--- config.mk ---
export PLATFORM = sky130hd
export DESIGN_NAME = mtc_pkt_decoder
export DESIGN_NICKNAME = d
export VERILOG_FILES = /design/src/rtl/mtc_pkt_decoder.sv
export SDC_FILE = /design/constraint.sdc
export NUM_CORES = 1
export LEC_CHECK = 0
export CAP_MARGIN = 20
export CORE_ASPECT_RATIO = 0.5
export CORE_MARGIN = 2
export CORE_UTILIZATION = 38
export DETAILED_ROUTE_END_ITERATION = 10
export GPL_TIMING_DRIVEN = 0
export REMOVE_ABC_BUFFERS = 1
export SYNTH_ARGS = -nofsm -noshare
export SYNTH_HDL_FRONTEND = slang
export SYNTH_SLANG_ARGS = --single-unit
--- constraint.sdc ---
create_clock -name clock -period 3.71 [get_ports clock]
set_clock_uncertainty 0.1 [all_clocks]
set_input_delay 0.742 -clock clock [delete_from_list [all_inputs] [get_ports clock]]
set_output_delay 0.742 -clock clock [all_outputs]
set_load 0.01 [all_outputs]
--- src/rtl/mtc_pkt_decoder.sv ---
// Receive-side MTC-to-SL packet decoder: one-stage decode, saturating per-class statistics
// and a first-word-fall-through output FIFO whose space is reserved at accept time.
module mtc_pkt_decoder #(
   parameter int unsigned MTC_PKT_WIDTH = 128,
   parameter int unsigned FIFO_DEPTH    = 4,
   parameter int unsigned CNT_WIDTH     = 16,
   parameter bit          DROP_EMPTY    = 1'b0
) (
   input  logic                     clock,
   input  logic                     rst,
   input  logic [MTC_PKT_WIDTH-1:0] mtc_in,
   input  logic                     mtc_in_valid,
   output logic                     mtc_in_ready,
   output logic [MTC_PKT_WIDTH-1:0] pkt_out,
   output logic [3:0]               procflags_out,
   output logic                     pass_out,
   output logic                     out_valid,
   input  logic                     out_ready,
   input  logic                     clear_counters,
   output logic [CNT_WIDTH-1:0]     cnt_pass,
   output logic [CNT_WIDTH-1:0]     cnt_below,
   output logic [CNT_WIDTH-1:0]     cnt_board,
   output logic [CNT_WIDTH-1:0]     cnt_fail,
   output logic [CNT_WIDTH-1:0]     cnt_empty,
   output logic [CNT_WIDTH-1:0]     cnt_err,
   output logic                     err_sticky
);

   localparam int unsigned MTC2SL_MDT_PROCFLAGS_LSB = 0;
   localparam int unsigned MTC2SL_MDT_PROCFLAGS_MSB = 3;
   localparam int unsigned MTC2SL_M_RESERVED_LSB    = 4;
   localparam int unsigned MTC2SL_M_RESERVED_MSB    = 11;

   localparam int unsigned PtrW = $clog2(FIFO_DEPTH);
   localparam int unsigned CntW = $clog2(FIFO_DEPTH + 1);
   localparam int unsigned OccW = CntW + 1;

   localparam int unsigned IdxPass  = 0;
   localparam int unsigned IdxBelow = 1;
   localparam int unsigned IdxBoard = 2;
   localparam int unsigned IdxFail  = 3;
   localparam int unsigned IdxEmpty = 4;
   localparam int unsigned IdxErr   = 5;
   localparam int unsigned NumCnt   = 6;

   logic                     stage_valid_q, stage_valid_d;
   logic [MTC_PKT_WIDTH-1:0] stage_pkt_q, stage_pkt_d;
   logic [PtrW-1:0]          wr_ptr_q, wr_ptr_d;
   logic [PtrW-1:0]          rd_ptr_q, rd_ptr_d;
   logic [CntW-1:0]          count_q, count_d;
   logic [MTC_PKT_WIDTH-1:0] mem_q [FIFO_DEPTH];
   logic [CNT_WIDTH-1:0]     cnt_q [NumCnt];
   logic [CNT_WIDTH-1:0]     cnt_d [NumCnt];
   logic                     err_sticky_q, err_sticky_d;

   logic [OccW-1:0]  occupancy;
   logic             accept;
   logic             push;
   logic             pop;
   logic [3:0]       stage_pf;
   logic             reserved_err;
   logic             illegal_pf;
   logic [NumCnt-1:0] inc;

   function automatic logic [CNT_WIDTH-1:0] sat_next(input logic [CNT_WIDTH-1:0] cur,
                                                     input logic                 do_inc,
                                                     input logic                 clr);
      if (clr) return '0;
      if (do_inc && (cur != {CNT_WIDTH{1'b1}})) return cur + CNT_WIDTH'(1);
      return cur;
   endfunction

   // Stage occupancy counts as FIFO occupancy so the decode stage can always drain.
   assign occupancy    = OccW'(count_q) + OccW'(stage_valid_q);
   assign mtc_in_ready = !rst && (occupancy < OccW'(FIFO_DEPTH));
   assign accept       = mtc_in_valid && mtc_in_ready;

   assign stage_pf     = stage_pkt_q[MTC2SL_MDT_PROCFLAGS_MSB:MTC2SL_MDT_PROCFLAGS_LSB];
   assign reserved_err = |stage_pkt_q[MTC2SL_M_RESERVED_MSB:MTC2SL_M_RESERVED_LSB];
   assign push         = stage_valid_q && !(DROP_EMPTY && (stage_pf == 4'd0));

   assign out_valid     = (count_q != '0);
   assign pop           = out_valid && out_ready;
   assign pkt_out       = out_valid ? mem_q[rd_ptr_q] : '0;
   assign procflags_out = pkt_out[MTC2SL_MDT_PROCFLAGS_MSB:MTC2SL_MDT_PROCFLAGS_LSB];
   assign pass_out      = (procflags_out == 4'd1);

   always_comb begin
      inc        = '0;
      illegal_pf = 1'b0;
      case (stage_pf)
         4'd0:                   inc[IdxEmpty] = 1'b1;
         4'd1:                   inc[IdxPass]  = 1'b1;
         4'd2:                   inc[IdxBelow] = 1'b1;
         4'd3:                   inc[IdxBoard] = 1'b1;
         4'd4, 4'd5, 4'd6, 4'd15: inc[IdxFail] = 1'b1;
         default:                illegal_pf    = 1'b1;
      endcase
      // A packet with both faults still bumps cnt_err only once.
      inc[IdxErr] = illegal_pf | reserved_err;
      inc         = inc & {NumCnt{stage_valid_q}};
   end

   always_comb begin
      stage_valid_d = accept;
      stage_pkt_d   = accept ? mtc_in : stage_pkt_q;
      wr_ptr_d      = push ? wr_ptr_q + PtrW'(1) : wr_ptr_q;
      rd_ptr_d      = pop ? rd_ptr_q + PtrW'(1) : rd_ptr_q;
      count_d       = count_q;
      case ({push, pop})
         2'b10:   count_d = count_q + CntW'(1);
         2'b01:   count_d = count_q - CntW'(1);
         default: count_d = count_q;
      endcase
      for (int i = 0; i < NumCnt; i++) begin
         cnt_d[i] = sat_next(cnt_q[i], inc[i], clear_counters);
      end
      err_sticky_d = clear_counters ? 1'b0 : (err_sticky_q | inc[IdxErr]);
   end

   always_ff @(posedge clock) begin
      if (rst) begin
         stage_valid_q <= 1'b0;
         stage_pkt_q   <= '0;
         wr_ptr_q      <= '0;
         rd_ptr_q      <= '0;
         count_q       <= '0;
         err_sticky_q  <= 1'b0;
         for (int i = 0; i < NumCnt; i++) begin
            cnt_q[i] <= '0;
         end
      end else begin
         stage_valid_q <= stage_valid_d;
         stage_pkt_q   <= stage_pkt_d;
         wr_ptr_q      <= wr_ptr_d;
         rd_ptr_q      <= rd_ptr_d;
         count_q       <= count_d;
         err_sticky_q  <= err_sticky_d;
         for (int i = 0; i < NumCnt; i++) begin
            cnt_q[i] <= cnt_d[i];
         end
      end
   end

   // Storage needs no reset: pkt_out is masked whenever the FIFO is empty.
   always_ff @(posedge clock) begin
      if (push) begin
         mem_q[wr_ptr_q] <= stage_pkt_q;
      end
   end

   assign cnt_pass   = cnt_q[IdxPass];
   assign cnt_below  = cnt_q[IdxBelow];
   assign cnt_board  = cnt_q[IdxBoard];
   assign cnt_fail   = cnt_q[IdxFail];
   assign cnt_empty  = cnt_q[IdxEmpty];
   assign cnt_err    = cnt_q[IdxErr];
   assign err_sticky = err_sticky_q;

endmodule

==> flow_summary.json <==
{
  "status": "completed",
  "timing.slew.headroom_pct": 31.4,
  "numCtsBuffers": 70,
  "dp_hpwl_um": 42000,
  "htreeDepth": 3,
  "start_util_pct": 38.4,
  "dp_cells": 3287,
  "synth_area_um2": 28900,
  "die_y_um": 199,
  "grt_start_max_net_pins": 84,
  "ys_seq_area_share_pct": 69.5,
  "area_delta_synth_final_pct": 26.8,
  "grt_overflow": 0,
  "wl_um": 71700,
  "final_common_cell": "edfxtp_1",
  "path_max_fanout": 19,
  "slew_violations": 0,
  "ir_worst_vdd_mv": 0.368,
  "critPathLaunchType": "register",
  "grt_pass1_wl_um": 107000,
  "power.density_nw_per_um2": 621,
  "fin_hold_ws_ns": 0.382,
  "fin_area_um2": 36600,
  "core_area_um2": 75200,
  "cts_root_buf": "clkbuf_16",
  "ios": 365,
  "internal_power_w": 0.0167,
  "drt_iter0_markers": 984,
  "synth_top_area_cell": "edfxtp_1",
  "finalNetCount": 2496,
  "layout_common_cells": "edfxtp_1, clkdlybuf4s50_1, nand2_1, dfxtp_1, a21oi_1",
  "fmax_ghz": 0.279,
  "leakagePower_nw": 11.8,
  "fin_crit_ns": 3.58,
  "rsz0062_at_grt": "true",
  "criticalPathCategory": "reg -> out",
  "crit_path_end_kind": "output pin",
  "cts_hold_buf": 0,
  "route.vias.total": 17328,
  "final_cells": 3437,
  "fin_setup_tns_ns": 0,
  "drv_cap": 0,
  "avgViaCountPerCell": 5.04,
  "synth_ff_type": "edfxtp_1",
  "insertion_delay_ns": 0.62,
  "n_fill_cell": 6536,
  "cts_buffer_depth": 3,
  "p_sw_share_pct": 26.4,
  "clkSinkCount": 747,
  "syn_inst": 1989,
  "syn_area_per_cell_um2": 14.5,
  "finalSetupViolations": 0,
  "die_w_um": 394,
  "remaining_drc_errors": 0,
  "synth_enable_flop_cells": 512,
  "detail_route.wl_per_cell_um": 20.9,
  "power.switching_w": 0.00602,
  "synth-seq-cells": 747,
  "dr.pass1.iters": 5,
  "post-route-period-util_pct": 96.6,
  "cts_tree": "yes",
  "drive_gt1_share_pct": 12.5,
  "crit_arrival_ns": 2.74,
  "p_comb_share_pct": 24.1,
  "async_flop_share_pct": 0,
  "ant_nets": 0,
  "placed_area_um2": 34000,
  "cts.clk_slew.worst_paths_ns": 0.06,
  "synth_cell_type_count": 56,
  "port_buffers": 364,
  "grt_usage_pct": 18.0,
  "clkPwrFrac_pct": 33.8,
  "tightest_slew_ns": 1.02,
  "antenna_found_initial": 10,
  "place.gp.congestion": 0.757,
  "synth_top_area_share_pct": 53.2,
  "synth_area_leaders": "edfxtp_1, dfxtp_1, mux4_2, nand2_1, and2_1",
  "row_count": 71,
  "yosys_warnings": 0,
  "cp.required_ns": 2.87,
  "hold_class": "reg -> reg",
  "die_area_um2": 78400,
  "hold_viol_final": 0,
  "grt_pass1_vias": 17243,
  "power_frac_seq_pct": 42.1
}
## final cells by class
cell class / count / area (µm²) / share of cell area [%]
Antenna cell: 8 / 20.0 / 0.0547
Clock buffer: 94 / 1940 / 5.31
Clock inverter: 34 / 505 / 1.38
Inverter: 16 / 65.1 / 0.178
Multi-Input combinational cell: 1118 / 8320 / 22.7
Sequential cell: 747 / 20100 / 54.8
Tap cell: 1022 / 1280 / 3.49
Timing Repair Buffer: 398 / 4410 / 12.0
## cells in the mapped netlist, types with 5 or more instances
cell type	number
a21oi_1	147
a31oi_1	5
and2_1	138
and3_1	9
and4_1	12
buf_1	7
buf_2	29
clkbuf_1	68
dfxtp_1	235
edfxtp_1	512
ha_1	11
inv_1	16
mux4_2	128
nand2_1	294
nand3_1	39
nand4_1	27
nor2_1	95
nor3_1	30
nor4_1	19
o211ai_1	9
o21ai_0	10
or2_2	5
or3_1	9
or4_1	8
xnor2_1	58
xor2_1	14
## cells by family after synthesis
logic type / Yosys count / share of synthesized area (%)
flops: 747 / 69.5
simple gates: 701 / 11.9
compound gates: 199 / 3.94
mux: 132 / 10.1
buf+inv: 126 / 1.87
xor+xnor: 72 / 2.18
fa+ha+maj: 12 / 0.546
## flip-flops by register name, indices dropped and copies added, names as in the netlist, named ones only
register	cells
count_q	3
stage_pkt_q	128
err_sticky	1
cnt_q	96
push	1
mem_q	512
wr_ptr_q	2
rd_ptr_q	2
## stage by stage
step	setup slack, ns	util [%]	total power, W
detailed placement	-0.361	45.1	0.0151
finish	0.126	48.7	0.0228
global placement	-16.95	44.3	0.0134
floorplan	-3.85	-	0.0124
global route	0.000329	48.7	0.0237
CTS	-0.00482	48.5	0.0230
## routing by layer
layer  routed length (µm)  global-route usage [%]
met3                 2540                    3.12
met2                37100                    31.6
met5                    0                       0
met4                 1780                    6.60
met1                30200                    22.6
## worst paths after layout
| kind | cells past startpoint | slack, ns | endpoint | start |
|---|---|---|---|---|
| setup / recovery | 5 | 0.13 | pkt_out[16] | register |
| hold / removal | 1 | 0.38 | err_sticky | err_sticky |
| setup reg to reg | 7 | 0.23 | stage_pkt_q[14] | push |
| hold reg to reg | 1 | 0.38 | err_sticky | err_sticky |
## power by group through the flow
| stage | clock (W) | combinational [W] | sequential [W] |
|---|---|---|---|
| final | 0.00769 | 0.00548 | 0.00957 |
| after floorplan | 0 | 0.00247 | 0.00994 |
| after global placement | 0 | 0.00345 | 0.00990 |
| after global routing | 0.00820 | 0.00589 | 0.00961 |
| after CTS | 0.00789 | 0.00552 | 0.00957 |
| after detailed placement | 0 | 0.00522 | 0.00984 |
## what timing repair did
item                       4_1_cts  5_1_grt
setup endpoints to repair      120       37
pin swaps                        1        1
gates cloned                     4        2
buffers inserted                 4        4
gates resized for setup         23        1
## critical path, cell delays in order, from the launching register on
cell             delay [ns]
dfxtp_4                0.43
buf_6                  0.24
buf_16                 0.24
mux4_2                 0.52
and2_1                 0.19
clkdlybuf4s50_1        0.48
Power figures use the tool's default switching activity.
==> RTL edit: new RTL, same flow settings <==
`FIFO_DEPTH`: 4 -> 8.
--- a/src/rtl/mtc_pkt_decoder.sv
+++ b/src/rtl/mtc_pkt_decoder.sv
@@ -2,7 +2,7 @@
 // and a first-word-fall-through output FIFO whose space is reserved at accept time.
 module mtc_pkt_decoder #(
    parameter int unsigned MTC_PKT_WIDTH = 128,
-   parameter int unsigned FIFO_DEPTH    = 4,
+   parameter int unsigned FIFO_DEPTH    = 8,
    parameter int unsigned CNT_WIDTH     = 16,
    parameter bit          DROP_EMPTY    = 1'b0
 ) (
Function: not settled (the Yosys comparison gave no result); the edit may change what the design does.
==> RTL edit against the unedited design <==
Die area up 67%; area after synthesis up 68%; routed wire length increased by 74%; power is 73% higher; final area is 68% higher; combinational power grew 100%; sequential power is 72% higher; sequential cell count up 516; worst setup slack worse by 120 ps; highest routed layer is now met5.
==> RTL edit: results (changes against the unedited design) <==
Synth Area in Compound Gates 0.0135 (was 0.0394); GRT Total Usage 0.188 (was 0.180); Achievable Freq 270 MHz (was 279 MHz); placed cell areas 55,800 um^2 (was 34,000 um^2); Yosys cell types 50 (was 56); most frequent cells after synthesis 1,024 x edfxtp_1, 296 x nand2_1, 256 x mux4_2 (was 512 x edfxtp_1, 294 x nand2_1, 235 x dfxtp_1); first-pass GRT wire length 182,000 um (was 107,000 um); status finished, final reports clean (unchanged); CP max stage delay 500 ps (was 520 ps); XOR/XNOR Fraction of Synth Area 0.0110 (was 0.0218); WP data arrival 2870 ps (was 2740 ps); Synth Area in Adders 0.00283 (was 0.00546); R2R cell count 8 (was 7); Clock Latency Late Sink 720 ps (was 620 ps); HPWL after DPL 70,400 um (was 42,000 um); port bufs 364 (unchanged); Worst Max-Slew Pin Slew 1020 ps (about the same); Hold Path Cell Cnt 2 (was 1); crit path to pkt_out[13] (was pkt_out[16]); multiplexer share of the synthesized area 0.146 (was 0.101); sequential share of the synthesized area 0.731 (was 0.695); Synth Flop Type edfxtp_1 (unchanged); number of flops mapped to enable cells by yosys 1,024 (was 512); final wirelength 125,000 um (was 71,700 um); grt met1 use 0.251 (was 0.226); Min-Delay Endpoint err_sticky (unchanged); GP Congestion 0.769 (was 0.757); H-Tree Depth 3 (unchanged); Leakage 20.6 nW (was 11.8 nW); total CTS buffers 112 (was 70); 1st-pass router iterations 7 (was 5); Vias per Instance 5.26 (was 5.04); Internal 0.0285 W (was 0.0167 W); largest net degree at the start of global routing 80 (was 84); Worst VDD drop 0.354 mV (was 0.368 mV); met2 Use GR 0.320 (was 0.316); Largest regs mem_q x1024, stage_pkt_q x128, cnt_q x96 (was mem_q x512, stage_pkt_q x128, cnt_q x96); clock tree buffer depth 3 (unchanged); initial antenna violation count 6 (was 10); worst r2r dst stage_pkt_q[119] (was stage_pkt_q[14]); met3 Use GR 0.0329 (was 0.0312); Initial DRC Count 2,284 (was 984); # nets final 3,504 (was 2,496); Synth area leaders edfxtp_1 63%, mux4_2 12%, dfxtp_1 9.8% (was edfxtp_1 53%, dfxtp_1 16%, mux4_2 10%); number of global-route vias before repair 27,800 (was 17,200); Max FO, Critical Path 8 (was 19); layout cell share with drive strength beyond 1 0.214 (was 0.125); worst slack, placed -1010 ps (was -361 ps)
## RTL edit: changes by cell type in the layout (fill, tap and decap cells not counted), sizes merged, moves of 22 or more
cell	delta
clkbuf	+81
mux2i	+131
mux4	+128
and2	-135
clkdlybuf4s50	-96
buf	+196
edfxtp	+512
nand3b	+129
dlymetal6s2s	+22
nor2	+123
clkdlybuf4s15	+23
a21oi	-119
xnor2	-35
xor2	+24
## RTL edit: through the flow
stage	cells	power (W)	setup TNS (ps)	hold WS, ps	util
2_1_floorplan	2656	0.0188	-5478980	356	-
3_3_place_gp	4712	0.0189	-	352	0.425
3_5_place_dp	4831	0.0262	-102570	363	0.441
4_1_cts	5117	0.0396	-2350	384	0.482
5_1_grt	5149	0.0410	-1060	418	0.485
6_report	5149	0.0394	0	380	0.485
## RTL edit: per-layer routing
metal / vias up / part of all wire
met4: 6 / 0.019
met2: 619 / 0.51
met1: 14200 / 0.43
met3: 155 / 0.048
li1: 12100 / -
met5: - / 0.00035
## RTL edit: repair_timing
action                                  in CTS  in global routing
buffers inserted                            44                 30
cloned                                      33                  4
endpoints found under the setup margin     199                 81
pin swaps                                    4                  2
hold buffers                                 0                  0
gates resized for setup                    217                110
## RTL edit: power by group through the flow
stage | logic, W | clock network [W] | registers [W]
floorplan | 0.00227 | 0 | 0.0166
global placement | 0.00236 | 0 | 0.0165
detailed placement | 0.00939 | 0 | 0.0168
CTS | 0.0108 | 0.0122 | 0.0165
global route | 0.0117 | 0.0128 | 0.0166
finish | 0.0110 | 0.0120 | 0.0165
## RTL edit: area by class of cell
class                      count  area, um^2
antenna                        2        5.00
fill                       10500       65100
timing repair buffer         589        7290
clock inverter                58         678
multi-input combinational   1386       12700
inverter                       8        37.5
tap                         1692        2120
clock buffer                 151        3060
sequential                  1263       35500
